**config.mk**
```make
export PLATFORM = sky130hd
export DESIGN_NAME = data_mem_arbiter
export DESIGN_NICKNAME = d
export VERILOG_FILES = /design/src/rtl/data_mem_arbiter.sv
export SDC_FILE = /design/constraint.sdc
export NUM_CORES = 1
export LEC_CHECK = 0
export ABC_AREA = 1
export CAP_MARGIN = 20
export CELL_PAD_IN_SITES_DETAIL_PLACEMENT = 1
export CELL_PAD_IN_SITES_GLOBAL_PLACEMENT = 1
export CORE_ASPECT_RATIO = 1.1
export CORE_MARGIN = 2
export CORE_UTILIZATION = 26
export CTS_CLUSTER_DIAMETER = 40
export DETAILED_ROUTE_END_ITERATION = 8
export GPL_ROUTABILITY_DRIVEN = 0
export PLACE_DENSITY = 0.9
export REMOVE_ABC_BUFFERS = 1
export SLEW_MARGIN = 20
export SYNTH_ARGS = -nofsm -noshare
export SYNTH_HDL_FRONTEND = slang
export SYNTH_SLANG_ARGS = --single-unit
```
**constraint.sdc**
```tcl
create_clock -name clk -period 4 [get_ports clk]
set_input_delay 0.4 -clock clk [delete_from_list [all_inputs] [get_ports clk]]
set_output_delay 0.4 -clock clk [all_outputs]
set_load 0.01 [all_outputs]
```
**src/rtl/data_mem_arbiter.sv**
```systemverilog
// data_mem_arbiter
// Two-port round-robin arbiter in front of a single-ported data memory.
// Port 0 is normally the CPU and port 1 a loader/DMA engine. Each transaction
// takes exactly three cycles: IDLE (grant), ACCESS (memory strobe) and
// DONE (one-cycle ack).
//
// Ports
//   clk, rst                 clock, asynchronous active-high reset
//   req0/1, we0/1            request and write-enable per port
//   addr0/1, wdata0/1        byte address (word aligned) and write data
//   ack0/1, err0/1           completion pulse and reject flag (valid with ack)
//   rdata0/1                 last successful read result per port
//   mem_address, mem_write_data, mem_read, mem_write
//                            memory-side strobes, active only in ACCESS
//   mem_read_data            combinational read data from memory
//   busy                     high whenever a transaction is in flight
module data_mem_arbiter #(
  parameter int ADDR_BITS = 16
) (
  input  logic        clk,
  input  logic        rst,
  input  logic        req0,
  input  logic        req1,
  input  logic        we0,
  input  logic        we1,
  input  logic [31:0] addr0,
  input  logic [31:0] addr1,
  input  logic [31:0] wdata0,
  input  logic [31:0] wdata1,
  output logic        ack0,
  output logic        ack1,
  output logic        err0,
  output logic        err1,
  output logic [31:0] rdata0,
  output logic [31:0] rdata1,
  output logic [31:0] mem_address,
  output logic [31:0] mem_write_data,
  output logic        mem_read,
  output logic        mem_write,
  input  logic [31:0] mem_read_data,
  output logic        busy
);

  typedef enum logic [1:0] {
    IDLE   = 2'd0,
    ACCESS = 2'd1,
    DONE   = 2'd2
  } state_t;

  state_t      state_q, state_d;
  logic        grant_q, grant_d;
  logic        lastGrant_q, lastGrant_d;
  logic        we_q, we_d;
  logic [31:0] addr_q, addr_d;
  logic [31:0] wdata_q, wdata_d;
  logic        err_q, err_d;
  logic [31:0] rdata0_q, rdata0_d;
  logic [31:0] rdata1_q, rdata1_d;

  logic        pick;
  logic        selWe;
  logic [31:0] selAddr;
  logic [31:0] selWdata;
  logic        selErr;

  // Round-robin choice: on contention the port not granted last wins,
  // otherwise whichever port is requesting alone.
  always_comb begin
    pick     = (req0 && req1) ? ~lastGrant_q : req1;
    selWe    = pick ? we1 : we0;
    selAddr  = pick ? addr1 : addr0;
    selWdata = pick ? wdata1 : wdata0;
    selErr   = (selAddr[1:0] != 2'b00) || ((selAddr >> ADDR_BITS) != 32'd0);
  end

  // State and transaction registers. Reset parks the pointer on port 1 so
  // port 0 wins the first contention.
  always_ff @(posedge clk or posedge rst) begin
    if (rst) begin
      state_q     <= IDLE;
      grant_q     <= 1'b0;
      lastGrant_q <= 1'b1;
      we_q        <= 1'b0;
      addr_q      <= 32'd0;
      wdata_q     <= 32'd0;
      err_q       <= 1'b0;
      rdata0_q    <= 32'd0;
      rdata1_q    <= 32'd0;
    end else begin
      state_q     <= state_d;
      grant_q     <= grant_d;
      lastGrant_q <= lastGrant_d;
      we_q        <= we_d;
      addr_q      <= addr_d;
      wdata_q     <= wdata_d;
      err_q       <= err_d;
      rdata0_q    <= rdata0_d;
      rdata1_q    <= rdata1_d;
    end
  end

  // Next-state and output decode. Memory strobes are decoded from the
  // registered state so that an asynchronous reset drops them at once.
  always_comb begin
    state_d        = state_q;
    grant_d        = grant_q;
    lastGrant_d    = lastGrant_q;
    we_d           = we_q;
    addr_d         = addr_q;
    wdata_d        = wdata_q;
    err_d          = err_q;
    rdata0_d       = rdata0_q;
    rdata1_d       = rdata1_q;
    ack0           = 1'b0;
    ack1           = 1'b0;
    err0           = 1'b0;
    err1           = 1'b0;
    mem_address    = 32'd0;
    mem_write_data = 32'd0;
    mem_read       = 1'b0;
    mem_write      = 1'b0;
    busy           = (state_q != IDLE);

    case (state_q)
      IDLE: begin
        if (req0 || req1) begin
          state_d = ACCESS;
          grant_d = pick;
          we_d    = selWe;
          addr_d  = selAddr;
          wdata_d = selWdata;
          err_d   = selErr;
        end
      end

      ACCESS: begin
        state_d     = DONE;
        lastGrant_d = grant_q;
        if (!err_q) begin
          mem_address    = addr_q;
          mem_write_data = wdata_q;
          mem_write      = we_q;
          mem_read       = ~we_q;
          if (!we_q) begin
            if (grant_q) begin
              rdata1_d = mem_read_data;
            end else begin
              rdata0_d = mem_read_data;
            end
          end
        end
      end

      DONE: begin
        state_d = IDLE;
        ack0    = ~grant_q;
        ack1    = grant_q;
        err0    = ~grant_q & err_q;
        err1    = grant_q & err_q;
      end

      default: begin
        state_d = IDLE;
      end
    endcase
  end

  assign rdata0 = rdata0_q;
  assign rdata1 = rdata1_q;

endmodule
```
## Yosys cells after proc, flatten, opt, wreduce, memory -nomap -nowiden

Cells that the tools add are included.

- Bitwise operators: 6
- Eq/ne operators: 3
- Reductions and logical operators: 10
- Mux-type cells: 18

Operators with widths:

| operator | number |
|---|---|
| $mux W32 | 6 |
| $reduce_bool A32 Y1 | 1 |
| $mux W1 | 10 |
| $reduce_and A4 Y1 | 2 |
| $not A1 Y1 | 4 |
| $pmux W2 S2 | 1 |
| $reduce_bool A2 Y1 | 2 |
| $and A1 B1 Y1 | 2 |
| $eq A2 B1 Y1 const B | 1 |
| $eq A2 B2 Y1 const B | 1 |
| $logic_not A2 Y1 | 1 |
| $logic_or A1 B1 Y1 | 2 |
| $mux W2 | 1 |
| $ne A2 B2 Y1 const B | 1 |
| $reduce_and A2 Y1 | 1 |
| $logic_and A1 B1 Y1 | 1 |

- Logic and storage cells: 46
- Bits in registers: 134

## Logic depth before layout (Yosys ltp)

- Word-level depth: 5
- Depth in mapped cells: 10
- Gate-level depth less buffers: 9

## Least setup slack after synthesis

OpenSTA, ideal clock, no wires.

- Path kind: reg2out
- Start: reg state_q[1]
- End: out mem_address[10]
- Path slack: 2409 ps
- Arrival time: 1191 ps
- Buffers on the path: 2
- Required time: 3600 ps
- Cell stages (with the launch flop): 8
- Cell sequence: dfrtp_1 > nor2_2 > inv_2 > nor2_2 > inv_2 > buf_2 > buf_2 > nor2_1

- Cells in the longest elaborated chain, start to end: 2

RTL lines:

| element | line | source |
|---|---|---|
| from (decl) | 50 | `state_t state_q, state_d;` |
| from (signal assigned) | 90 | `state_q <= state_d;` |
| $eq A2 B1 Y1 | 124 | `case (state_q)` |
| $mux W32 | 124 |  |
| to (decl) | 36 | `output logic [31:0] mem_address,` |

No other way between the ends.

## Final worst setup path

- Start: reg state_q[0]
- End: out mem_write_data[9]

- Cells in the longest elaborated chain, start to end: 2

RTL lines:

| element | line | source |
|---|---|---|
| $eq A2 B1 Y1 | 124 |  |
| $mux W32 | 124 |  |
| to (decl) | 37 | `output logic [31:0] mem_write_data,` |

No other way between the ends.

==> reports/summary.txt <==
Slew headroom -> 45.04%
Crit-path slowest cell -> clkdlybuf4s50_1
Die ar. -> 0.02480 sq mm
Initial Util -> 26.62%
Final-stage net count -> 1,203
Total of max-cap violations -> 0
Top cells by count, synth -> nand2_1, dfrtp_1, nor2_1
Root buffer cell -> clkbuf_16
Max incr delay on CP -> 0.52 ns
Fraction of layout cells with a size suffix above 1 -> 4.952%
Cells after DPL -> 1,318
# port buffers -> 300
Yosys top cell area share -> 54.35%
Final Util -> 43.19%
Final WL -> 22,010 um
Worst hold path class -> reg2reg
Synthesized cell area -> 0.006123 sq mm
Latest clock arrival within the worst-skew pair -> 0.41 ns
Total negative slack -> 0 ns
Cell Pwr Density -> 486.3 mW/mm^2
Cells after Synth -> 758
GRT Overall Usage -> 17.56%
Antenna violations before repair -> 1
Dominant cell type by area after synthesis -> dfrtp_1
Maximum clock insertion buffer count -> 2
Fillers -> 2,728
Die Y -> 165.0 um
VDD IR max -> 235.9 uV
Top-count cell post-synth -> nand2_1
CP startpoint kind -> register
DR DRC count -> 0
Largest net degree at the start of global routing -> 84
YS warnings -> 0
Vias per cell -> 4.557
Ports -> 301
Die X -> 150.3 um
Starting DRC count in detailed routing -> 169
Postcts setup bufs -> 0
Outcome -> completed
Largest cells by area after synthesis -> dfrtp_1, nand2_1, nor2_1
Post-DRT Antenna Nets -> 0
Post-route cell area -> 0.009935 sq mm
Post-CTS Hold Fix Bufs -> 0
Clk_skew -> 0.01108 ns
Yosys reg bits -> 134
Routed wire per std cell -> 16.29 um
Total chip power -> 4.831 mW
EDFF count, synth -> 0
Global route overflow -> 0
TritonCTS Buffers -> 17
Post-detail-place hpwl -> 16,250 um
WHS -> 0.4893 ns
Slew @ Worst Pin -> 0.8234 ns
CTS tree -> yes
RSZ-0062 raised after global routing -> no
First-pass GRT wire length -> 33,760 um
# setup viols final -> 0
Synth cell types -> 24
P&R area growth vs syn -> 62.24%
DP Area -> 0.009365 sq mm
Vias in the first global route -> 6,633
Fin cells -> 1,351
Worst setup path category -> reg2out
Clk sinks -> 134
Resized cells post-CTS -> 0
Leakage power -> 4.501 nW
Cells along the critical path -> inv_1 > nor2_2 > inv_2 > nor2_2 > inv_2 > buf_4 > nor2_1 > clkdlybuf4s50_1
Final period utilization -> 77.13%
Fin crit period -> 3.085 ns
H-Tree Depth -> 4
CP arrival -> 2.69 ns
Slew Viols, Final -> 0
Core Footprint -> 0.02300 sq mm
CP Max Fanout -> 33
Setup ws final -> 0.9149 ns
Mean area per synthesized cell -> 8.078 sq um
Total number of vias -> 6,157
Worst endpoint required time -> 3.60 ns
Seq/Total Area, Yosys -> 54.78%
Final Hold Vio Count -> 0
Site Rows -> 58
Clk pin slew, worst setup/hold paths -> 0.06 ns
Async SR Flop Fraction -> 100.0%
DRT Pass-1 Iters -> 4
FMAX -> 324.1 MHz
Top_reg_cell synth -> dfrtp_1
Pre-CTS WS -> 1.294 ns
CP endpoint kind -> primary output
-- layout make-up --
type | count | area, sq um | share of cell area (%)
Inverter | 105 | 399.1 | 4.018
Antenna cell | 1 | 2.502 | 0.02519
Tap cell | 300 | 375.4 | 3.778
Sequential cell | 134 | 3354 | 33.77
Clock buffer | 17 | 425.4 | 4.282
Multi-Input combinational cell | 471 | 2148 | 21.62
Timing Repair Buffer | 308 | 3088 | 31.08
Clock inverter | 15 | 141.4 | 1.423
-- worst paths after layout --
kind | startpoint | end | slack [ns] | cells after the start
max in group asynchronous | rst | lastGrant_q$_DFFE_PP1P_ | 2.62 | 3
worst max register to register | state_q[0]$_DFFE_PP0P_ | rdata0[14]$_DFFE_PP0P_ | 1.35 | 10
min in group asynchronous | rst | rdata0[26]$_DFFE_PP0P_ | 0.52 | 2
worst min register to register | rdata0[27]$_DFFE_PP0P_ | rdata0[27]$_DFFE_PP0P_ | 0.49 | 2
worst max-delay path | state_q[0]$_DFFE_PP0P_ | mem_write_data[9] | 0.91 | 8
worst min-delay path | rdata0[27]$_DFFE_PP0P_ | rdata0[27]$_DFFE_PP0P_ | 0.49 | 2
-- critical path, delay by kind of cell, from the launching register on --
family,cells,cell delay [ns]
buffers and inverters,5,1.72
flip-flops,1,0.38
AND/OR/NAND/NOR,3,0.17
-- sequential cells by signal, summed over array words and instances, names as in the netlist --
name and flops:
addr_q 32, err_q 1, grant_q 1, lastGrant_q 1
rdata0 32, rdata1 32, state_q 2, wdata_q 32
we_q 1
-- cell usage in the layout, fill, tap and decap left out --
cell type,n
dfstp_2,1
o21ai_0,70
or2_1,1
nor2_2,2
nand2_2,1
clkdlybuf4s50_1,300
nor2_4,1
o21a_1,1
clkbuf_16,17
o22ai_1,47
inv_8,1
nor2_8,1
nand2_1,142
nand3_1,3
clkinv_2,1
nor3_1,2
inv_1,100
clkinvlp_4,3
inv_2,3
nand2_4,2
clkinv_8,2
inv_6,6
clkinv_1,1
diode_2,1
o21ai_1,66
buf_4,6
nand3b_1,9
buf_12,2
nor2_1,123
dfrtp_1,133
clkinv_4,3
-- kinds of logic after synthesis --
kind of cell | share of synthesized area, %
flip-flops | 54.78
AND/OR/NAND/NOR | 18.96
buffers and inverters | 10.22
AO/OA/AOI/OAI | 16.04
-- power breakdown --
group	internal [mW]	total [mW]	switching (mW)	leakage (nW)
clock	0.819	1.49	0.673	0.269
combinational	0.588	1.42	0.836	2.80
sequential	1.76	1.92	0.160	1.43
-- metal layers --
layer,track usage (%),share of wire (%)
met1,19.08,39
met2,31.86,52
met3,5.608,7.7
met4,6.261,1.8
met5,0,0.059
No activity file was read; power rests on OpenSTA's default activity.
